$ cat src/rtl/output_port_scheduler.sv
// Round-robin, credit-gated scheduler that shares one router output link among
// the N/S/E/W input handlers and the cache read-return path (index 0..4).
module output_port_scheduler #(
  parameter int DEST_W  = 8,
  parameter int NET_W   = 4,
  parameter int DATA_W  = 32,
  parameter int CREDITS = 4
) (
  input  logic                  clk,
  input  logic                  reset,
  input  logic [4:0]            req,
  input  logic [5*DEST_W-1:0]   req_dest,
  input  logic [5*NET_W-1:0]    req_src,
  input  logic [4:0]            req_read,
  input  logic [4:0]            req_write,
  input  logic [5*DATA_W-1:0]   req_data,
  output logic [4:0]            grant,
  input  logic                  credit_return,
  output logic                  out_valid,
  output logic [DEST_W-1:0]     out_dest,
  output logic [NET_W-1:0]      out_src,
  output logic                  out_read,
  output logic                  out_write,
  output logic [DATA_W-1:0]     out_data,
  output logic [3:0]            credit_cnt,
  output logic                  credit_err
);

  localparam logic [3:0] CRED_MAX = 4'(CREDITS);

  logic [2:0]        rr_ptr_q, rr_ptr_d;
  logic [3:0]        credit_q, credit_d;
  logic              err_q, err_d;
  logic              valid_q, valid_d;
  logic              read_q, read_d;
  logic              write_q, write_d;
  logic [DEST_W-1:0] dest_q, dest_d;
  logic [NET_W-1:0]  src_q, src_d;
  logic [DATA_W-1:0] data_q, data_d;

  logic       any_grant;
  logic [2:0] sel;
  logic [3:0] cand;

  // Search starts at rr_ptr and wraps 4 -> 0; no grant while in reset or out of credit.
  always_comb begin
    grant     = '0;
    sel       = '0;
    any_grant = 1'b0;
    cand      = '0;
    if (!reset && credit_q != 4'd0) begin
      for (int off = 0; off < 5; off++) begin
        cand = {1'b0, rr_ptr_q} + 4'(off);
        if (cand >= 4'd5) cand = cand - 4'd5;
        if (!any_grant && req[cand[2:0]]) begin
          any_grant        = 1'b1;
          sel              = cand[2:0];
          grant[cand[2:0]] = 1'b1;
        end
      end
    end
  end

  always_comb begin
    rr_ptr_d = rr_ptr_q;
    credit_d = credit_q;
    err_d    = err_q;
    valid_d  = 1'b0;
    read_d   = 1'b0;
    write_d  = 1'b0;
    dest_d   = dest_q;
    src_d    = src_q;
    data_d   = data_q;

    if (any_grant) begin
      rr_ptr_d = (sel == 3'd4) ? 3'd0 : sel + 3'd1;
      valid_d  = 1'b1;
      read_d   = req_read[sel];
      write_d  = req_write[sel];
      dest_d   = req_dest[sel*DEST_W +: DEST_W];
      src_d    = req_src[sel*NET_W +: NET_W];
      data_d   = req_data[sel*DATA_W +: DATA_W];
    end

    // A return at full count is a downstream protocol error; the count saturates.
    if (credit_return && credit_q == CRED_MAX) err_d = 1'b1;

    if (any_grant && !credit_return) begin
      credit_d = credit_q - 4'd1;
    end else if (!any_grant && credit_return && credit_q != CRED_MAX) begin
      credit_d = credit_q + 4'd1;
    end
  end

  always_ff @(posedge clk) begin
    if (reset) begin
      rr_ptr_q <= '0;
      credit_q <= CRED_MAX;
      err_q    <= 1'b0;
      valid_q  <= 1'b0;
      read_q   <= 1'b0;
      write_q  <= 1'b0;
      dest_q   <= '0;
      src_q    <= '0;
      data_q   <= '0;
    end else begin
      rr_ptr_q <= rr_ptr_d;
      credit_q <= credit_d;
      err_q    <= err_d;
      valid_q  <= valid_d;
      read_q   <= read_d;
      write_q  <= write_d;
      dest_q   <= dest_d;
      src_q    <= src_d;
      data_q   <= data_d;
    end
  end

  assign out_valid  = valid_q;
  assign out_read   = read_q;
  assign out_write  = write_q;
  assign out_dest   = dest_q;
  assign out_src    = src_q;
  assign out_data   = data_q;
  assign credit_cnt = credit_q;
  assign credit_err = err_q;

endmodule

$ cat config.mk
export PLATFORM = sky130hd
export DESIGN_NAME = output_port_scheduler
export DESIGN_NICKNAME = d
export VERILOG_FILES = /design/src/rtl/output_port_scheduler.sv
export SDC_FILE = /design/constraint.sdc
export NUM_CORES = 1
export LEC_CHECK = 0
export BUFFER_PORTS_ARGS = -buffer_cell sky130_fd_sc_hd__buf_2
export CORE_AREA = 2 2 116 118
export CTS_BUF_LIST = sky130_fd_sc_hd__clkbuf_8
export CTS_CLUSTER_SIZE = 24
export DETAILED_ROUTE_END_ITERATION = 8
export DIE_AREA = 0 0 118 120
export GPL_TIMING_DRIVEN = 0
export MAX_ROUTING_LAYER = met4
export PLACE_DENSITY = 0.78
export SLEW_MARGIN = 20
export SYNTH_ARGS = -nofsm -noshare
export SYNTH_HDL_FRONTEND = slang
export SYNTH_SLANG_ARGS = --single-unit
$ cat constraint.sdc
create_clock -name clk -period 6.59 [get_ports clk]
set_input_delay 0.659 -clock clk [delete_from_list [all_inputs] [get_ports clk]]
set_output_delay 0.659 -clock clk [all_outputs]
set_load 0.05 [all_outputs]
==> results.json, run 1 <==
{
  "core_area_um2": 12980,
  "postCtsSetupBuffers": 0,
  "yosysWarnings": 0,
  "antenna_found_initial": 1,
  "timing.rr.start": "rr_ptr_q[1]",
  "rows": 42,
  "dieWidth_um": 118,
  "routed_via_density": 5.622,
  "finalSetupViolCount": 0,
  "synth_area_leader_cell": "dfxtp_1",
  "hold_buffers": 0,
  "crit_path_start_kind": "flip-flop",
  "reg2reg_slack_ns": 1.38,
  "grt_pass1_vias": 5898,
  "synth_xor_area_share_pct": 1.936,
  "overflow": 0,
  "worstSetupEndpointType": "primary output",
  "area_delta_synth_final_pct": 33.47,
  "drv_cap": 0,
  "start_util_pct": 41.33,
  "cts_max_level": 2,
  "rr_endpoint": "rr_ptr_q[2]",
  "whs_path_depth": 2,
  "synthMuxAreaShare_pct": 19.08,
  "firstDrtPassIters": 5,
  "synth_top_family_by_area": "compound AO/OA/AOI/OAI gates",
  "maxSlewHeadroom_pct": 45.76,
  "finalWirelength_um": 20890,
  "synth_seq_area_share_pct": 20.52,
  "ys_ff_latch": 55,
  "post-route-period-util_pct": 82.91,
  "timing.setup.tns_ns": 0,
  "fin_skew_ns": 0.01810,
  "clockRootBuffer": "clkbuf_8",
  "synth_compound_area_share_pct": 30.69,
  "hold_path.class": "reg2reg",
  "slew_violations": 0,
  "wl_per_cell_um": 19.07,
  "hold_viol": 0,
  "synth_edf_count": 0,
  "tightest_slew_ns": 0.8062,
  "syn_nets": 871,
  "path_class": "reg2out",
  "crit_fanout": 10,
  "cts_tree": "done",
  "ios": 295,
  "drive_gt1_share_pct": 50.65,
  "status": "finished clean",
  "fmax_ghz": 0.1830,
  "numCtsBuffers": 5,
  "ys_types": 72,
  "cts.sinks": 55,
  "worstPathRequired_ns": 5.93,
  "grt_max_degree": 17,
  "num-nets-final": 1171,
  "clkTransAtPathRegs_ns": 0.10,
  "die_y_um": 120,
  "hp-start": "credit_err",
  "clock_latency_ns": 0.31,
  "synth_cells": 618,
  "dp_hpwl_um": 16900,
  "dr.first_iter.drc_count": 482,
  "die_area_um2": 14160,
  "synth-simple-area-share_pct": 16.44,
  "synth.area.top_cells": "dfxtp_1, a21oi_1, mux2_2, mux2i_1, a221oi_2",
  "avgSynthCellArea_um2": 8.681,
  "holdPathEnd": "credit_err",
  "r2r_cells": 16,
  "synth.top_cell.area_share_pct": 20.52,
  "num_vias": 6156,
  "grt_pass1_wl_um": 31480,
  "place.gp.congestion": 1.049,
  "synthAdderAreaFrac_pct": 3.778,
  "grt_use_total_pct": 28.85,
  "drtAntennaViolNets": 0,
  "post_cts_resized": 0,
  "async_flop_share_pct": 0,
  "worst_ep_arrival_time_ns": 4.80,
  "clockBufferDepth": 2,
  "io_buffers": 293,
  "grt_setup_unrepaired": "no",
  "dominantRegCellSynth": "dfxtp_1",
  "fin_crit_ns": 5.464,
  "post-route-drc-count": 0,
  "synth_area_um2": 5365
}
metrics by stage:
step / instance area (µm²) / worst slack [ns] / utilization [%] / hold WS [ns] / instances
floorplan: 5365 / 1.891 / - / 0.7101 / 618
global placement: 7052 / 1.418 / 54.33 / 0.4447 / 1087
detailed placement: 7052 / 1.435 / 54.33 / 0.4838 / 1087
CTS: 7158 / 1.169 / 55.15 / 0.5059 / 1094
global route: 7161 / 0.7549 / 55.17 / 0.5422 / 1095
finish: 7161 / 1.126 / 55.17 / 0.5029 / 1095
worst max-delay path: stages, from the launching register on:
cell	delay, ns
dfxtp_1	0.50
clkbuf_1	0.42
inv_1	0.29
ha_1	0.44
or2_2	0.35
o21ai_0	0.23
a221oi_1	0.18
nor2_1	0.43
or4b_4	0.55
nor4_4	0.30
nand4_4	0.21
a21oi_1	0.27
buf_2	0.32
cells in the final DEF, fill, tap and decap left out, types with 4 or more instances in the layout:
cell	count
nor2_1	24
clkbuf_1	15
nor3_1	14
buf_2	307
clkbuf_8	5
and2_1	4
a21o_1	5
nand3_1	11
or2_1	8
xnor2_1	7
inv_1	17
nor2b_1	4
nand2_1	22
ha_1	13
mux2_2	46
buf_6	15
or2_2	38
dfxtp_1	55
buf_4	4
nand2b_1	6
o21ai_0	13
a221oi_1	18
a221oi_2	30
a31oi_1	7
mux2i_1	46
a21oi_1	106
nand4_1	6
cell type report:
class                   instances  area, µm²
diodes                          1      2.502
flip-flops and latches         55       1101
clock inverters                 2      37.54
multi-input cells             494       3859
inverters                      21      80.08
fillers                      1282       5819
plain buffers                  48      325.3
well taps                     176      220.2
clock buffers                   5      68.82
repair buffers                293       1466
synth_stat cells (all sizes together) (8+ instances only):
| cell | instances |
|---|---|
| dfxtp | 55 |
| nand2 | 24 |
| o21ai | 14 |
| mux2i | 46 |
| a31oi | 8 |
| a21oi | 107 |
| ha | 13 |
| a221oi | 48 |
| mux2 | 48 |
| nand3 | 12 |
| inv | 19 |
| buf | 33 |
| nor3 | 14 |
| or2 | 46 |
| clkbuf | 15 |
| nor2 | 24 |
kinds of logic (layout without fill, tap and decap cells):
group           after synthesis  in the layout
xor+xnor                     11             11
simple gates                156            156
fa+ha+maj                    15             15
other cells                   0              1
mux                          95             95
flops                        55             55
buf+inv                      69            369
compound gates              217            217
state kept, by name (all words and copies together) (netlist names):
| name | flops |
|---|---|
| credit_err | 1 |
| out_read | 1 |
| out_src | 4 |
| out_write | 1 |
| rr_ptr_q | 3 |
| out_valid | 1 |
| out_data | 32 |
| out_dest | 8 |
| credit_cnt | 4 |
worst max path at each step:
stage	start	endpoint	slack, ns	cells past startpoint
finish	rr_ptr_q[1]	grant[4]	1.13	12
detailed placement	rr_ptr_q[1]	rr_ptr_q[2]	1.43	16
global placement	rr_ptr_q[1]	rr_ptr_q[2]	1.42	16
global route	rr_ptr_q[1]	grant[4]	0.75	12
floorplan	rr_ptr_q[1]	grant[4]	1.89	11
CTS	rr_ptr_q[1]	grant[4]	1.17	12
metal layers:
layer  global-route usage, %  wire [µm]
met5                       -          0
met1                   35.78       8673
met4                   8.057        541
met2                   48.26       9991
met3                   5.276       1680
Power of run 1 is not shown: default switching activity piles up to over one toggle a cycle in this logic, so the estimate is an artifact.
==> inputs of run 2 (changes only) <==
Settings changed: CORE_AREA 2 2 116 118 to unset, CORE_MARGIN set to 2, CORE_UTILIZATION set to 42, DIE_AREA 0 0 118 120 to unset, PLACE_DENSITY 0.78 to 0.81.
Clock period 6.59 ns to 4.9 ns, I/O delays scaled along.
==> results.json, run 2 (synthesized netlist as in run 1, its figures left out) <==
{
  "status": "finished clean",
  "r2r_cells": 17,
  "area_delta_synth_final_pct": 35.21,
  "grt_pass1_wl_um": 29380,
  "drive_gt1_share_pct": 51.63,
  "firstDrtPassIters": 5,
  "fmax_ghz": 0.2119,
  "hold_viol": 0,
  "hp-start": "req_data[154]",
  "grt_use_total_pct": 28.64,
  "num_vias": 6256,
  "finalSetupViolCount": 0,
  "cp_slowest_cell": "or4b_4",
  "final_common_cell": "buf_2",
  "crit_path_start_kind": "flip-flop",
  "drtAntennaViolNets": 0,
  "dr.first_iter.drc_count": 468,
  "largest_register_ffs": 32,
  "stdcell_count": 1097,
  "fin_skew_ns": 0.01376,
  "timing.rr.start": "rr_ptr_q[1]",
  "start_util_pct": 42.69,
  "cts_max_level": 2,
  "finalWirelength_um": 20620,
  "crit_family": "buffers and inverters",
  "crit_fanout": 10,
  "hold_path.class": "in2reg",
  "dieWidth_um": 117.0,
  "clockRootBuffer": "clkbuf_8",
  "path_buf_inv": 6,
  "grt_max_degree": 17,
  "fin_crit_ns": 4.719,
  "cts_tree": "done",
  "overflow": 0,
  "core_area_um2": 12570,
  "whs_path_depth": 3,
  "routed_via_density": 5.703,
  "reg2reg_slack_ns": 0.36,
  "cts.sinks": 55,
  "ios": 295,
  "clock_latency_ns": 0.31,
  "dp_hpwl_um": 16670,
  "die_area_um2": 13690,
  "place.gp.congestion": 0.9440,
  "slew_violations": 0,
  "dp_cells": 1083,
  "holdPathEnd": "out_data[26]",
  "final_cell_mix": "buf_2, a21oi_1, dfxtp_1, mux2_2, mux2i_1",
  "maxSlewHeadroom_pct": 37.87,
  "post-route-drc-count": 0,
  "io_buffers": 293,
  "drv_cap": 0,
  "rows": 41,
  "num-nets-final": 1174,
  "worst_ep_arrival_time_ns": 4.23,
  "tightest_slew_ns": 0.9234,
  "slowest_delay_ns": 0.56,
  "worstPathCellList": "clkbuf_4 > inv_1 > ha_1 > ha_1 > buf_2 > inv_1 > mux2_2 > a21o_1 > or4b_4 > nor4_4 > buf_4 > nand4_4 > a21oi_2 > buf_4",
  "worstPathRequired_ns": 4.41,
  "rr_endpoint": "credit_cnt[3]",
  "die_y_um": 117.0,
  "numCtsBuffers": 5,
  "post-route-period-util_pct": 96.31,
  "wl_per_cell_um": 18.80,
  "grt_setup_unrepaired": "no",
  "clkTransAtPathRegs_ns": 0.11,
  "grt_pass1_vias": 5777,
  "path_class": "reg2out",
  "worstSetupEndpointType": "primary output",
  "antenna_found_initial": 3,
  "clockBufferDepth": 2
}
## run 2: cell types whose count changed in the layout (fill, tap and decap cells not counted), moves of 2 or more
cell	previous run	this run
buf_4	4	8
buf_2	307	304
diode_2	1	3
nor2_1	24	22
dfxtp_1	55	53
clkbuf_4	0	3
nor2_2	0	2
## run 2: cell type report
cell class / instances / area (µm²)
Antenna cell: 3 / 7.507
Buffer: 48 / 331.6
Clock buffer: 5 / 68.82
Clock inverter: 3 / 63.81
Fill cell: 1174 / 5314
Inverter: 21 / 80.08
Multi-Input combinational cell: 494 / 3887
Sequential cell: 55 / 1106
Tap cell: 172 / 215.2
Timing Repair Buffer: 296 / 1494
## run 2: layer usage
layer  track usage, %  vias to the layer above  wire [µm]
met4            9.490                        0        629
li1                 -                     2959          -
met5                -                        -          0
met3            4.634                       36       1665
met2            48.25                      350       9874
met1            34.99                     2911       8454
## run 2: what timing repair did
item	CTS	global route
gates resized for setup	5	11
hold endpoints to repair	0	0
hold buffers	0	0
pin swaps	2	0
setup endpoints to repair	9	22
buffers inserted	3	0
## run 2: tightest hold or removal path, delay by kind of cell
kind,cells,cell delay (ns)
buffers and inverters,1,0.09
AOI/OAI and AO/OA,2,0.15
## run 2: metrics by stage
| step | TNS, ns | setup WS [ns] | util (%) | instance area [µm²] | hold slack (ns) |
|---|---|---|---|---|---|
| after floorplan | 0 | 0.3700 | - | 5365 | 0.6345 |
| after global placement | -0.2509 | -0.2413 | 56.07 | 7047 | 0.4501 |
| after detailed placement | -0.2971 | -0.2339 | 56.07 | 7047 | 0.4565 |
| after CTS | 0 | 0.01205 | 57.37 | 7211 | 0.4379 |
| after global routing | 0 | 0.003333 | 57.72 | 7254 | 0.4358 |
| final | 0 | 0.1808 | 57.72 | 7254 | 0.4448 |
## run 2: worst max path at each step
stage           startpoint           to  cells past startpoint
2_1_floorplan  rr_ptr_q[1]     grant[4]                     11
3_3_place_gp   rr_ptr_q[1]  rr_ptr_q[2]                     16
3_5_place_dp   rr_ptr_q[1]  rr_ptr_q[2]                     14
4_1_cts        rr_ptr_q[1]     grant[4]                     14
5_1_grt        rr_ptr_q[1]     grant[4]                     14
6_report       rr_ptr_q[1]     grant[4]                     14
Power of run 2 is left out for the same reason.
